===== config.mk =====
export PLATFORM = sky130hd
export DESIGN_NAME = alu16_op_sequencer
export DESIGN_NICKNAME = d
export VERILOG_FILES = /design/src/rtl/alu16_op_sequencer.sv
export SDC_FILE = /design/constraint.sdc
export NUM_CORES = 1
export LEC_CHECK = 0
export CAP_MARGIN = 20
export CORE_ASPECT_RATIO = 0.6
export CORE_MARGIN = 4
export CORE_UTILIZATION = 39
export DETAILED_ROUTE_END_ITERATION = 10
export PLACE_DENSITY = 0.8
export SLEW_MARGIN = 25
export SYNTH_ARGS = -nofsm -noshare
export SYNTH_HDL_FRONTEND = slang
export SYNTH_SLANG_ARGS = --single-unit

===== constraint.sdc =====
create_clock -name clk -period 1.6 [get_ports clk]
set_input_delay 0.32 -clock clk [delete_from_list [all_inputs] [get_ports clk]]
set_output_delay 0.32 -clock clk [all_outputs]
set_load 0.05 [all_outputs]

===== src/rtl/alu16_op_sequencer.sv =====
// Command sequencer for the 16-bit one_bit-slice ALU: valid/ready command in, registered ALU drive, response out.
// Build macro ALU_SEQ_SHAMT_EN enables multi-pass shifting (cmd_shamt honoured); undefined means one pass per command.
`timescale 1ns/1ps
module alu16_op_sequencer #(
    parameter int WIDTH = 16
) (
    input  logic             clk,
    input  logic             rst_n,
    input  logic             cmd_valid,
    output logic             cmd_ready,
    input  logic [4:0]       cmd_sel,
    input  logic [WIDTH-1:0] cmd_a,
    input  logic [WIDTH-1:0] cmd_b,
    input  logic             cmd_cin,
    input  logic [3:0]       cmd_shamt,
    output logic [4:0]       alu_sel,
    output logic [WIDTH-1:0] alu_a,
    output logic [WIDTH-1:0] alu_b,
    output logic             alu_cin,
    input  logic [WIDTH-1:0] alu_y,
    input  logic             alu_cout,
    output logic             rsp_valid,
    input  logic             rsp_ready,
    output logic [WIDTH-1:0] rsp_data,
    output logic             rsp_cout,
    output logic             rsp_zero,
    output logic             busy
);

    typedef enum logic [1:0] {
        ST_IDLE = 2'd0,
        ST_EXEC = 2'd1,
        ST_DONE = 2'd2
    } state_t;

    state_t           state_q, state_d;
    logic [4:0]       sel_q, sel_d;
    logic [WIDTH-1:0] a_q, a_d;
    logic [WIDTH-1:0] b_q, b_d;
    logic             cin_q, cin_d;
    logic [WIDTH-1:0] rsp_data_q, rsp_data_d;
    logic             rsp_cout_q, rsp_cout_d;
    logic             rsp_zero_q, rsp_zero_d;

`ifdef ALU_SEQ_SHAMT_EN
    logic [3:0] cnt_q, cnt_d;
`else
    logic unused_shamt;
    assign unused_shamt = ^cmd_shamt;
`endif

    always_comb begin
        state_d    = state_q;
        sel_d      = sel_q;
        a_d        = a_q;
        b_d        = b_q;
        cin_d      = cin_q;
        rsp_data_d = rsp_data_q;
        rsp_cout_d = rsp_cout_q;
        rsp_zero_d = rsp_zero_q;
`ifdef ALU_SEQ_SHAMT_EN
        cnt_d      = cnt_q;
`endif
        case (state_q)
            ST_IDLE: begin
                if (cmd_valid) begin
                    sel_d   = cmd_sel;
                    a_d     = cmd_a;
                    b_d     = cmd_b;
                    cin_d   = cmd_cin;
                    state_d = ST_EXEC;
`ifdef ALU_SEQ_SHAMT_EN
                    cnt_d   = cmd_sel[4] ? cmd_shamt : 4'd1;
`endif
                end
            end
            ST_EXEC: begin
`ifdef ALU_SEQ_SHAMT_EN
                if (cnt_q == 4'd0) begin
                    // Zero-length shift: return the operand untouched, ALU output ignored.
                    rsp_data_d = a_q;
                    rsp_cout_d = 1'b0;
                    rsp_zero_d = (a_q == '0);
                    state_d    = ST_DONE;
                end else begin
                    a_d   = alu_y;
                    cnt_d = cnt_q - 4'd1;
                    if (cnt_q == 4'd1) begin
                        rsp_data_d = alu_y;
                        rsp_cout_d = alu_cout;
                        rsp_zero_d = (alu_y == '0);
                        state_d    = ST_DONE;
                    end
                end
`else
                a_d        = alu_y;
                rsp_data_d = alu_y;
                rsp_cout_d = alu_cout;
                rsp_zero_d = (alu_y == '0);
                state_d    = ST_DONE;
`endif
            end
            ST_DONE: begin
                // No acceptance here even with rsp_ready; the next command waits for IDLE.
                if (rsp_ready) begin
                    state_d = ST_IDLE;
                end
            end
            default: state_d = ST_IDLE;
        endcase
    end

    always_ff @(posedge clk or negedge rst_n) begin
        if (!rst_n) begin
            state_q    <= ST_IDLE;
            sel_q      <= '0;
            a_q        <= '0;
            b_q        <= '0;
            cin_q      <= 1'b0;
            rsp_data_q <= '0;
            rsp_cout_q <= 1'b0;
            rsp_zero_q <= 1'b0;
`ifdef ALU_SEQ_SHAMT_EN
            cnt_q      <= '0;
`endif
        end else begin
            state_q    <= state_d;
            sel_q      <= sel_d;
            a_q        <= a_d;
            b_q        <= b_d;
            cin_q      <= cin_d;
            rsp_data_q <= rsp_data_d;
            rsp_cout_q <= rsp_cout_d;
            rsp_zero_q <= rsp_zero_d;
`ifdef ALU_SEQ_SHAMT_EN
            cnt_q      <= cnt_d;
`endif
        end
    end

    assign cmd_ready = (state_q == ST_IDLE);
    assign busy      = (state_q != ST_IDLE);
    assign rsp_valid = (state_q == ST_DONE);
    assign alu_sel   = sel_q;
    assign alu_a     = a_q;
    assign alu_b     = b_q;
    assign alu_cin   = cin_q;
    assign rsp_data  = rsp_data_q;
    assign rsp_cout  = rsp_cout_q;
    assign rsp_zero  = rsp_zero_q;

endmodule


### Word level (Yosys, flattened, before mapping)

Index checks and enable logic that the tools add are counted.

| word-level totals | value |
|---|---|
| register bits after elaboration | 58 |
| input bits | 63 |
| output and inout bits | 59 |
| word-level logic and storage cells | 24 |

| cells by class | value |
|---|---|
| equality and inequality tests | 4 |
| mux-type cells | 5 |
| reductions and logical operators | 7 |

Operators by type and width:

| cell | count |
|---|---|
| case mux 16 bit (2 select lines) | 1 |
| zero test 16 bit | 1 |
| two-way mux 16 bit | 1 |
| case mux 2 bit (3 select lines) | 1 |
| AND reduction 2 bit | 3 |
| two-way mux 2 bit | 2 |
| nonzero test 2 bit | 2 |
| equality test 2 x 1 -> 1 bit (second input constant) | 1 |
| equality test 2 bit (second input constant) | 1 |
| zero test 2 bit | 1 |
| inequality test 2 x 1 -> 1 bit (second input constant) | 1 |
| inequality test 2 bit (second input constant) | 1 |

### Logic depth before layout (Yosys ltp)

Gate-level depths: netlist (run 1).

| depth | value |
|---|---|
| word-level depth | 3 |
| depth in mapped cells | 5 |

### Worst setup path before layout (run 1)

Ideal clock, no wire load.

| timing path | value |
|---|---|
| path type | reg2out |
| from | register state_q[0] |
| to | output port cmd_ready |
| arrival time | 1.233 ns |
| required time | 1.280 ns |
| slack | 0.047 ns |
| stages on the path, launching flop included | 3 |
| buffers on the path | 0 |
| cells stage by stage | dfrtp_1 or2_2 inv_1 |

| on the way | value |
|---|---|
| longest elaborated chain between the ends | 1 |

RTL lines:

| element | line | text |
|---|---|---|
| start: declaration | 36 | `state_t state_q, state_d;` |
| start signal: assignment | 127 | `state_q <= state_d;` |
| zero test 2 bit | 141 | `assign cmd_ready = (state_q == ST_IDLE);` |
| end: declaration | 10 | `output logic cmd_ready,` |

Every way passes these cells.

### Final worst setup path (run 1)

Ends and elaborated chain as after synthesis.

==> results of run 1 <==
[cells by family (layout without fill, tap and decap cells)]
family                 count (synthesis)  in the layout  share of synthesized area, %
DFF                                   58             58                         63.08
AOI/OAI and AO/OA                     11             11                         3.535
and+or+nand+nor                      102            102                         18.71
muxes                                 22             22                         10.77
buffers and inverters                 12            158                         3.915
[placed cells by master (no fill, tap or decap), types with 2 or more instances in the layout]
master,netlist,routed
buf_4,3,72
nor4_1,4,4
a22oi_1,8,8
dfrtp_2,0,2
nand3_1,8,8
nand2b_1,2,2
clkbuf_8,0,12
clkdlybuf4s50_1,0,57
buf_12,0,9
mux2_2,22,22
o21ai_0,2,2
bufinv_16,0,2
dfrtp_1,58,56
nand2_1,84,84
[report_power, final]
| part | leakage [nW] | switching, mW | total [mW] | internal (mW) |
|---|---|---|---|---|
| clock | 0.119 | 0.581 | 1.58 | 1.00 |
| combinational | 1.06 | 3.77 | 5.80 | 2.02 |
| sequential | 0.700 | 0.427 | 2.62 | 2.19 |
[layout make-up]
type / instances / area share, %
Clock buffer: 12 / 4.268
Sequential cell: 58 / 37.57
Timing Repair Buffer: 140 / 33.75
Clock inverter: 4 / 1.875
Tap cell: 80 / 2.586
Multi-Input combinational cell: 135 / 19.75
Inverter: 2 / 0.1940
[routing by layer]
metal,GRT usage [%],up-vias,wire [µm]
met1,25.20,944,3002
met3,7.927,9,604
li1,-,958,-
met5,0,-,0
met2,30.84,74,2982
met4,7.177,0,76
[state kept, by name, indices dropped and copies added, names as in the netlist]
| name | cells |
|---|---|
| alu_cin | 1 |
| alu_a | 16 |
| alu_sel | 5 |
| rsp_cout | 1 |
| alu_b | 16 |
| state_q | 2 |
| rsp_zero | 1 |
| rsp_data | 16 |
[worst max path at each step]
| stage | startpoint | to | cells after the start |
|---|---|---|---|
| floorplan | state_q[0] | cmd_ready | 2 |
| global placement | cmd_valid | alu_b[1] | 4 |
| detailed placement | cmd_valid | alu_sel[3] | 4 |
| CTS | state_q[0] | cmd_ready | 3 |
| global route | state_q[0] | cmd_ready | 3 |
| finish | state_q[0] | cmd_ready | 3 |
[worst max-delay path, delay by kind of cell (launching register included)]
kind                   cells  cell delay, ns
buffers and inverters      2            0.20
flip-flops                 1            0.43
AND/OR/NAND/NOR            1            0.26
[per-stage QoR]
stage / instances / hold slack [ns] / area, µm² / total power [mW]
2_1_floorplan: 205 / 0.02441 / 2301 / 6.307
3_3_place_gp: 411 / 0.3470 / 3595 / 8.325
3_5_place_dp: 411 / 0.3476 / 3595 / 8.428
4_1_cts: 431 / 0.4712 / 3870 / 10.10
5_1_grt: 431 / 0.4878 / 3870 / 10.51
6_report: 431 / 0.4663 / 3870 / 9.997
[what timing repair did]
action / 4_1_cts / 5_1_grt
hold buffers: 1 / 0
gates resized for setup: 4 / 0
buffers inserted: 3 / 0
endpoints found under the hold margin: 58 / 0
setup endpoints to repair: 2 / 0
==> impl_metrics.tcl, run 1 <==
set metrics [dict create \
    fp.dieArea_mm2 0.007233 \
    r2r_cells 4 \
    cp-end-kind "primary output" \
    grt_pass1_vias 2011 \
    synth.area.top_cells "dfrtp_1 63%, nand2_1 14%, mux2_2 11%" \
    power_density_mw_per_mm2 2583 \
    yosys_warnings 0 \
    layout.nets 409 \
    cts_made_buffers 9 \
    grt-ovfl-total 0 \
    vias 1985 \
    drt-initial-drc-count 64 \
    fin_setup_tns_ns 0 \
    synthFlopType "dfrtp_1" \
    slowest_delay_ns 0.43 \
    drv_cap 0 \
    clock.fmax_ghz 0.6499 \
    syn-num-nets 268 \
    synth_seq_cells 58 \
    ios 122 \
    reg2reg_to "alu_sel[4]" \
    die_x_um 107.2 \
    yosysSeqAreaShare_pct 63.08 \
    hpwlAfterDp_um 4979 \
    min_period_over_period_pct 96.17 \
    r2r_start "state_q[0]" \
    async_flop_share_pct 100.0 \
    worstHoldStart "alu_a[10]" \
    syn_area_mm2 0.002301 \
    rsz0062_at_grt "no" \
    synth_top_area_cell "dfrtp_1" \
    core_mm2 0.005649 \
    ys_types 17 \
    skew_ns 0.003895 \
    place.gp.congestion 0.8038 \
    start_util_pct 40.73 \
    port_buffers 117 \
    critPathLaunchType "flop" \
    fp.dieH_um 67.50 \
    grt_max_degree 59 \
    utilization_pct 68.51 \
    grt_pass1_wl_um 10580 \
    htree_levels 3 \
    fin_crit_ns 1.539 \
    wire_per_inst_um 15.47 \
    crit_chain "or2_4 > inv_2 > buf_12" \
    regArea_mm2 0.001454 \
    status "completed" \
    timing_hold_violations_final 0 \
    synth.avg_cell_area_um2 11.22 \
    synth_edf_count 0 \
    slowest_stage "dfrtp_2" \
    cts_max_path_buffers 2 \
    drv_slew 0 \
    dpl_worst_slack_ns -0.1875 \
    fillers 475 \
    worstHoldEndpoint "alu_a[10]" \
    drive_above_1_share_pct 36.18 \
    viasPerCell 4.606 \
    leakage_nw 1.880 \
    synth_cells 205 \
    synth_top_area_share_pct 63.08 \
    drc 0 \
    ir_worst_vdd_uv 1810 \
    yosysMostFrequentCell "nand2_1" \
    grtUsageTotal_pct 19.78 \
    whs_path_depth 2 \
    multi_input_area_um2 764.5 \
    arrival_ns 1.22 \
    min_path_type "flop to flop" \
    antenna_found_initial 0 \
    path_max_fanout 4 \
    area_growth_pct 68.19 \
    cp_data_required_time_ns 1.28 \
    synth_commonest_cells "84 x nand2_1, 58 x dfrtp_1, 22 x mux2_2" \
    setup_viol 0 \
    finalWirelength_um 6666 \
    worstMarginPinSlew_ns 0.4699 \
    cts_sinks 58 \
    setup_slack_ns 0.06130 \
    r2r_slack_ns 0.09 \
    criticalPathCategory "flop to primary output" \
    num_rows 21 \
    clk_pin_slew_ns 0.06 \
    ant_nets 0 \
    cts_tree "done" \
    slew_headroom_pct 68.39 \
    antenna_cells 0 \
    firstDrtPassIters 4 \
    root_buffer "clkbuf_8" \
    worstSkewPairLatency_ns 0.34 \
]
Power figures use the tool's default switching activity.
==> inputs of run 2 (changes only) <==
- CORE_ASPECT_RATIO: 0.6 -> not set
==> run 2 against run 1 <==
  * Register-to-register slack barely moved
  * First-iteration DRC count fell by 9.4%
  * Clock-buffer cell count stayed put
  * Routed wire length decreased by 5.3%
  * Largest power group unchanged
  * Highest routed layer unchanged
==> impl_metrics.tcl, run 2 (same netlist as run 1, synthesis figures left out) <==
set metrics [dict create \
    clk_pin_slew_ns 0.07 \
    ios 122 \
    grtUsageTotal_pct 17.82 \
    hold_slack_ns 0.4688 \
    critPathLaunchType "flop" \
    cts_max_path_buffers 2 \
    drc 0 \
    grt-ovfl-total 0 \
    ant_nets 0 \
    ir_worst_vdd_uv 1548 \
    grt_max_degree 59 \
    place_area_mm2 0.003540 \
    r2r_slack_ns 0.09 \
    viasPerCell 4.698 \
    finalWirelength_um 6314 \
    root_buffer "clkbuf_8" \
    area_growth_pct 67.86 \
    skew_ns 0.006861 \
    grt_pass1_vias 2047 \
    layout.nets 407 \
    reg2reg_to "alu_b[0]" \
    wire_per_inst_um 15.00 \
    drv_slew 0 \
    drv_cap 0 \
    worstMarginPinSlew_ns 0.4691 \
    whs_path_depth 2 \
    htree_levels 3 \
    fp.dieH_um 84.81 \
    power_density_mw_per_mm2 2633 \
    startpoint "state_q[0]" \
    grt_pass1_wl_um 10100 \
    cts_sinks 58 \
    place.gp.congestion 0.7560 \
    leakage_nw 1.883 \
    fp.dieArea_mm2 0.007193 \
    arrival_ns 1.22 \
    drive_above_1_share_pct 36.39 \
    vias 1978 \
    antenna_found_initial 0 \
    min_period_over_period_pct 96.47 \
    fin_crit_ns 1.544 \
    worstSkewPairLatency_ns 0.32 \
    cp-end-kind "primary output" \
    utilization_pct 68.88 \
    status "completed" \
    worstSetupEndpoint "rsp_valid" \
    core_mm2 0.005608 \
    port_buffers 117 \
    antenna_cells 0 \
    timing_hold_violations_final 0 \
    cts_made_buffers 9 \
    fillers 436 \
    die_x_um 84.81 \
    cp_data_required_time_ns 1.28 \
    min_path_type "flop to flop" \
    drt-initial-drc-count 58 \
    final_area_mm2 0.003862 \
    power_mw 10.17 \
    criticalPathCategory "flop to primary output" \
    cts_tree "done" \
    rsz0062_at_grt "no" \
    hpwlAfterDp_um 4681 \
    layout_common_cells "84 x nand2_1, 73 x buf_4, 57 x clkdlybuf4s50_1" \
    slew_headroom_pct 68.44 \
    start_util_pct 41.03 \
    mostFrequentLayoutCell "nand2_1" \
    setup_viol 0 \
    r2r_start "state_q[0]" \
    path_max_fanout 5 \
    firstDrtPassIters 4 \
    fin_setup_tns_ns 0 \
    r2r_cells 4 \
    clock.fmax_ghz 0.6478 \
    num_rows 27 \
]
[run 2: how the worst min path moves through the flow]
stage	slack, ns	from	endpoint
final	0.47	alu_a[11]	alu_a[11]
after global routing	0.50	alu_a[1]	alu_a[1]
after CTS	0.47	alu_a[11]	alu_a[11]
after detailed placement	0.35	rst_n	alu_a[7]
after global placement	0.34	rst_n	alu_a[11]
after floorplan	0.02	rst_n	alu_a[0]
[run 2: layout make-up]
cell class | count | area (µm²) | area share, %
flip-flops and latches | 58 | 1454 | 37.64
repair buffers | 138 | 1254 | 32.46
multi-input cells | 135 | 772.0 | 19.99
clock buffers | 12 | 165.2 | 4.276
clock inverters | 4 | 120.1 | 3.110
well taps | 72 | 90.09 | 2.332
inverters | 2 | 7.507 | 0.1944
[run 2: per-stage QoR]
step | setup slack [ns] | instances
2_1_floorplan | 0.04653 | 205
3_3_place_gp | -0.1376 | 402
3_5_place_dp | -0.1589 | 402
4_1_cts | -0.009292 | 421
5_1_grt | 0.01644 | 421
6_report | 0.05642 | 421
[run 2: repair_timing]
item                                    CTS  global route
endpoints found under the setup margin    2             3
endpoints found under the hold margin    31             0
gates resized for setup                   4             2
buffers inserted                          2             0
cloned                                    0             0
hold buffers                              1             0
[run 2: critical path, cell delays in order (launching register included)]
cell	delay, ns
dfrtp_2	0.41
buf_4	0.16
nand2b_4	0.14
inv_2	0.06
buf_12	0.13
[run 2: power breakdown]
part | total, mW | leakage [nW] | internal [mW] | switching (mW)
Combinational | 5.72 | 1.04 | 1.94 | 3.78
Sequential | 2.57 | 0.700 | 2.19 | 0.383
Clock | 1.88 | 0.143 | 1.32 | 0.563
Total | 10.2 | 1.88 | 5.45 | 4.72
[run 2: routing by layer]
metal  vias to the layer above  wire length [µm]  global-route usage [%]
li1                        953                 -                       -
met1                       951              2609                   23.08
met2                        70              3152                   28.54
met3                         4               509                   5.534
met4                         0                42                   6.043
met5                         -                 0                       0
==> inputs of run 3 (changes only) <==
- CORE_UTILIZATION: 39 -> 61
- DONT_BUFFER_PORTS: not set -> 1
- PLACE_DENSITY: 0.8 -> 0.85
==> run 3 against run 2 <==
  * Fmax decreased by 0.81%
  * Cell count fell by 37%
  * Register-to-register slack worse by 0.05 ns
  * Clock skew about the same
  * Flip-flop and latch count unchanged
  * Cell area shrank 33%
  * The flow now finishes with violations (negative hold slack)
  * Utilization rose by 1.7 points
  * Non-clock buffer count fell by 130
  * Die area shrank 33%
  * Largest cell class unchanged
  * First-iteration DRC count is 110% higher
  * Via count decreased by 24%
==> impl_metrics.tcl, run 3 (same netlist as run 1, synthesis figures left out) <==
set metrics [dict create \
    status "finished, violations left" \
    violations "negative hold slack" \
    fin_crit_ns 1.556 \
    critPathLaunchType "flop" \
    skew_ns 0.007132 \
    drc 0 \
    antenna_cells 0 \
    mostFrequentLayoutCell "nand2_1" \
    die_x_um 69.42 \
    grt_max_degree 59 \
    start_util_pct 62.85 \
    layout_common_cells "84 x nand2_1, 56 x dfrtp_1, 21 x mux2_2" \
    area_growth_pct 12.34 \
    cts_sinks 58 \
    core_mm2 0.003661 \
    cp_data_required_time_ns 1.79 \
    wire_per_inst_um 19.32 \
    cts_tree "done" \
    fp.dieH_um 69.42 \
    path_max_fanout 19 \
    cts_max_path_buffers 2 \
    setup_slack_ns 0.04386 \
    dpl.cell_count 249 \
    cts_made_buffers 9 \
    grtUsageTotal_pct 21.71 \
    ios 122 \
    criticalPathCategory "flop to flop" \
    slew_headroom_pct 46.97 \
    drt-initial-drc-count 122 \
    ant_nets 0 \
    final-instance-count-excl-fill 266 \
    finalWirelength_um 5140 \
    min_path_type "input pin to asynchronous set/reset pin" \
    firstDrtPassIters 4 \
    hpwlAfterDp_um 3553 \
    fp.dieArea_mm2 0.004818 \
    r2r_slack_ns 0.04 \
    timing_hold_violations_final 58 \
    crit_chain "buf_4 > nor3b_4 > buf_12 > mux2_2" \
    num_rows 22 \
    worstMarginPinSlew_ns 0.7950 \
    htree_levels 3 \
    worstSkewPairLatency_ns 0.31 \
    setup_viol 0 \
    slowest_stage "dfrtp_2" \
    min_period_over_period_pct 97.26 \
    cp-end-kind "flop" \
    antenna_found_initial 0 \
    drv_slew 0 \
    critPathBufInv 2 \
    viasPerCell 5.669 \
    fin_setup_tns_ns 0 \
    rsz0062_at_grt "no" \
    dpl_worst_slack_ns 0.1467 \
    path_delay_family "flip-flops" \
    drive_above_1_share_pct 22.94 \
    slowest_delay_ns 0.42 \
    clk_pin_slew_ns 0.06 \
    vias 1508 \
    port_buffers 0 \
    hold_slack_ns -0.2993 \
    grt_pass1_vias 1557 \
    grt-ovfl-total 0 \
    grt_pass1_wl_um 8135 \
    drv_cap 0 \
    root_buffer "clkbuf_8" \
    clock.fmax_ghz 0.6426 \
    place.gp.congestion 0.7622 \
    arrival_ns 1.74 \
    layout.nets 277 \
]
==> run 3: changes by cell type in the layout (fill, tap and decap cells not counted), sizes merged <==
cell and change:
buf -72, bufinv -3, clkdlybuf4s50 -57, clkinv +2, dlygate4sd3 -1
==> run 3: what timing repair did <==
| action | CTS | global route |
|---|---|---|
| buffers inserted | 2 | 0 |
| resized for setup | 2 | 3 |
| endpoints found under the hold margin | 58 | 58 |
| setup endpoints to repair | 3 | 2 |
| pin swaps | 0 | 1 |
==> run 3: worst reg2reg max path, stage by stage, from the launching register on <==
cell and delay [ns]:
dfrtp_2 0.42, buf_4 0.16, nor3b_4 0.29, buf_12 0.20, mux2_2 0.36
==> run 3: final cells by class <==
| type | instances | area, µm² |
|---|---|---|
| Clock buffer | 12 | 145.1 |
| Clock inverter | 3 | 40.04 |
| Fill cell | 281 | 1076 |
| Inverter | 2 | 7.507 |
| Multi-Input combinational cell | 135 | 768.2 |
| Sequential cell | 58 | 1454 |
| Tap cell | 48 | 60.06 |
| Timing Repair Buffer | 8 | 110.1 |
==> run 3: path summary, 6_finish.rpt <==
| check | from | endpoint | depth (start not counted) |
|---|---|---|---|
| worst max-delay path | state_q[1] | alu_b[14] | 4 |
| worst min-delay path | rst_n | rsp_data[13] | 0 |
| worst max register to register | state_q[1] | alu_b[14] | 4 |
| worst min register to register | state_q[0] | state_q[1] | 2 |
| max in group asynchronous | rst_n | state_q[0] | 0 |
| min in group clk | alu_y[14] | rsp_data[14] | 2 |
==> run 3: routing by layer <==
layer / vias up / GRT usage, % / wire length [µm]
met4: 0 / 6.725 / 45
met2: 69 / 35.28 / 2589
li1: 690 / - / -
met1: 745 / 27.80 / 2112
met5: - / 0 / 0
met3: 4 / 6.957 / 393
==> run 3: through the flow <==
stage	utilization (%)	instance area, µm²	hold slack, ns
finish	70.61	2585	-0.2993
global route	70.61	2585	-0.3263
CTS	70.44	2579	-0.3143
detailed placement	64.90	2376	0.02527
global placement	64.90	2376	0.02543
floorplan	-	2301	0.02441
Power of run 3 is not shown: default switching activity piles up to over one toggle a cycle in this logic, so the estimate is an artifact.
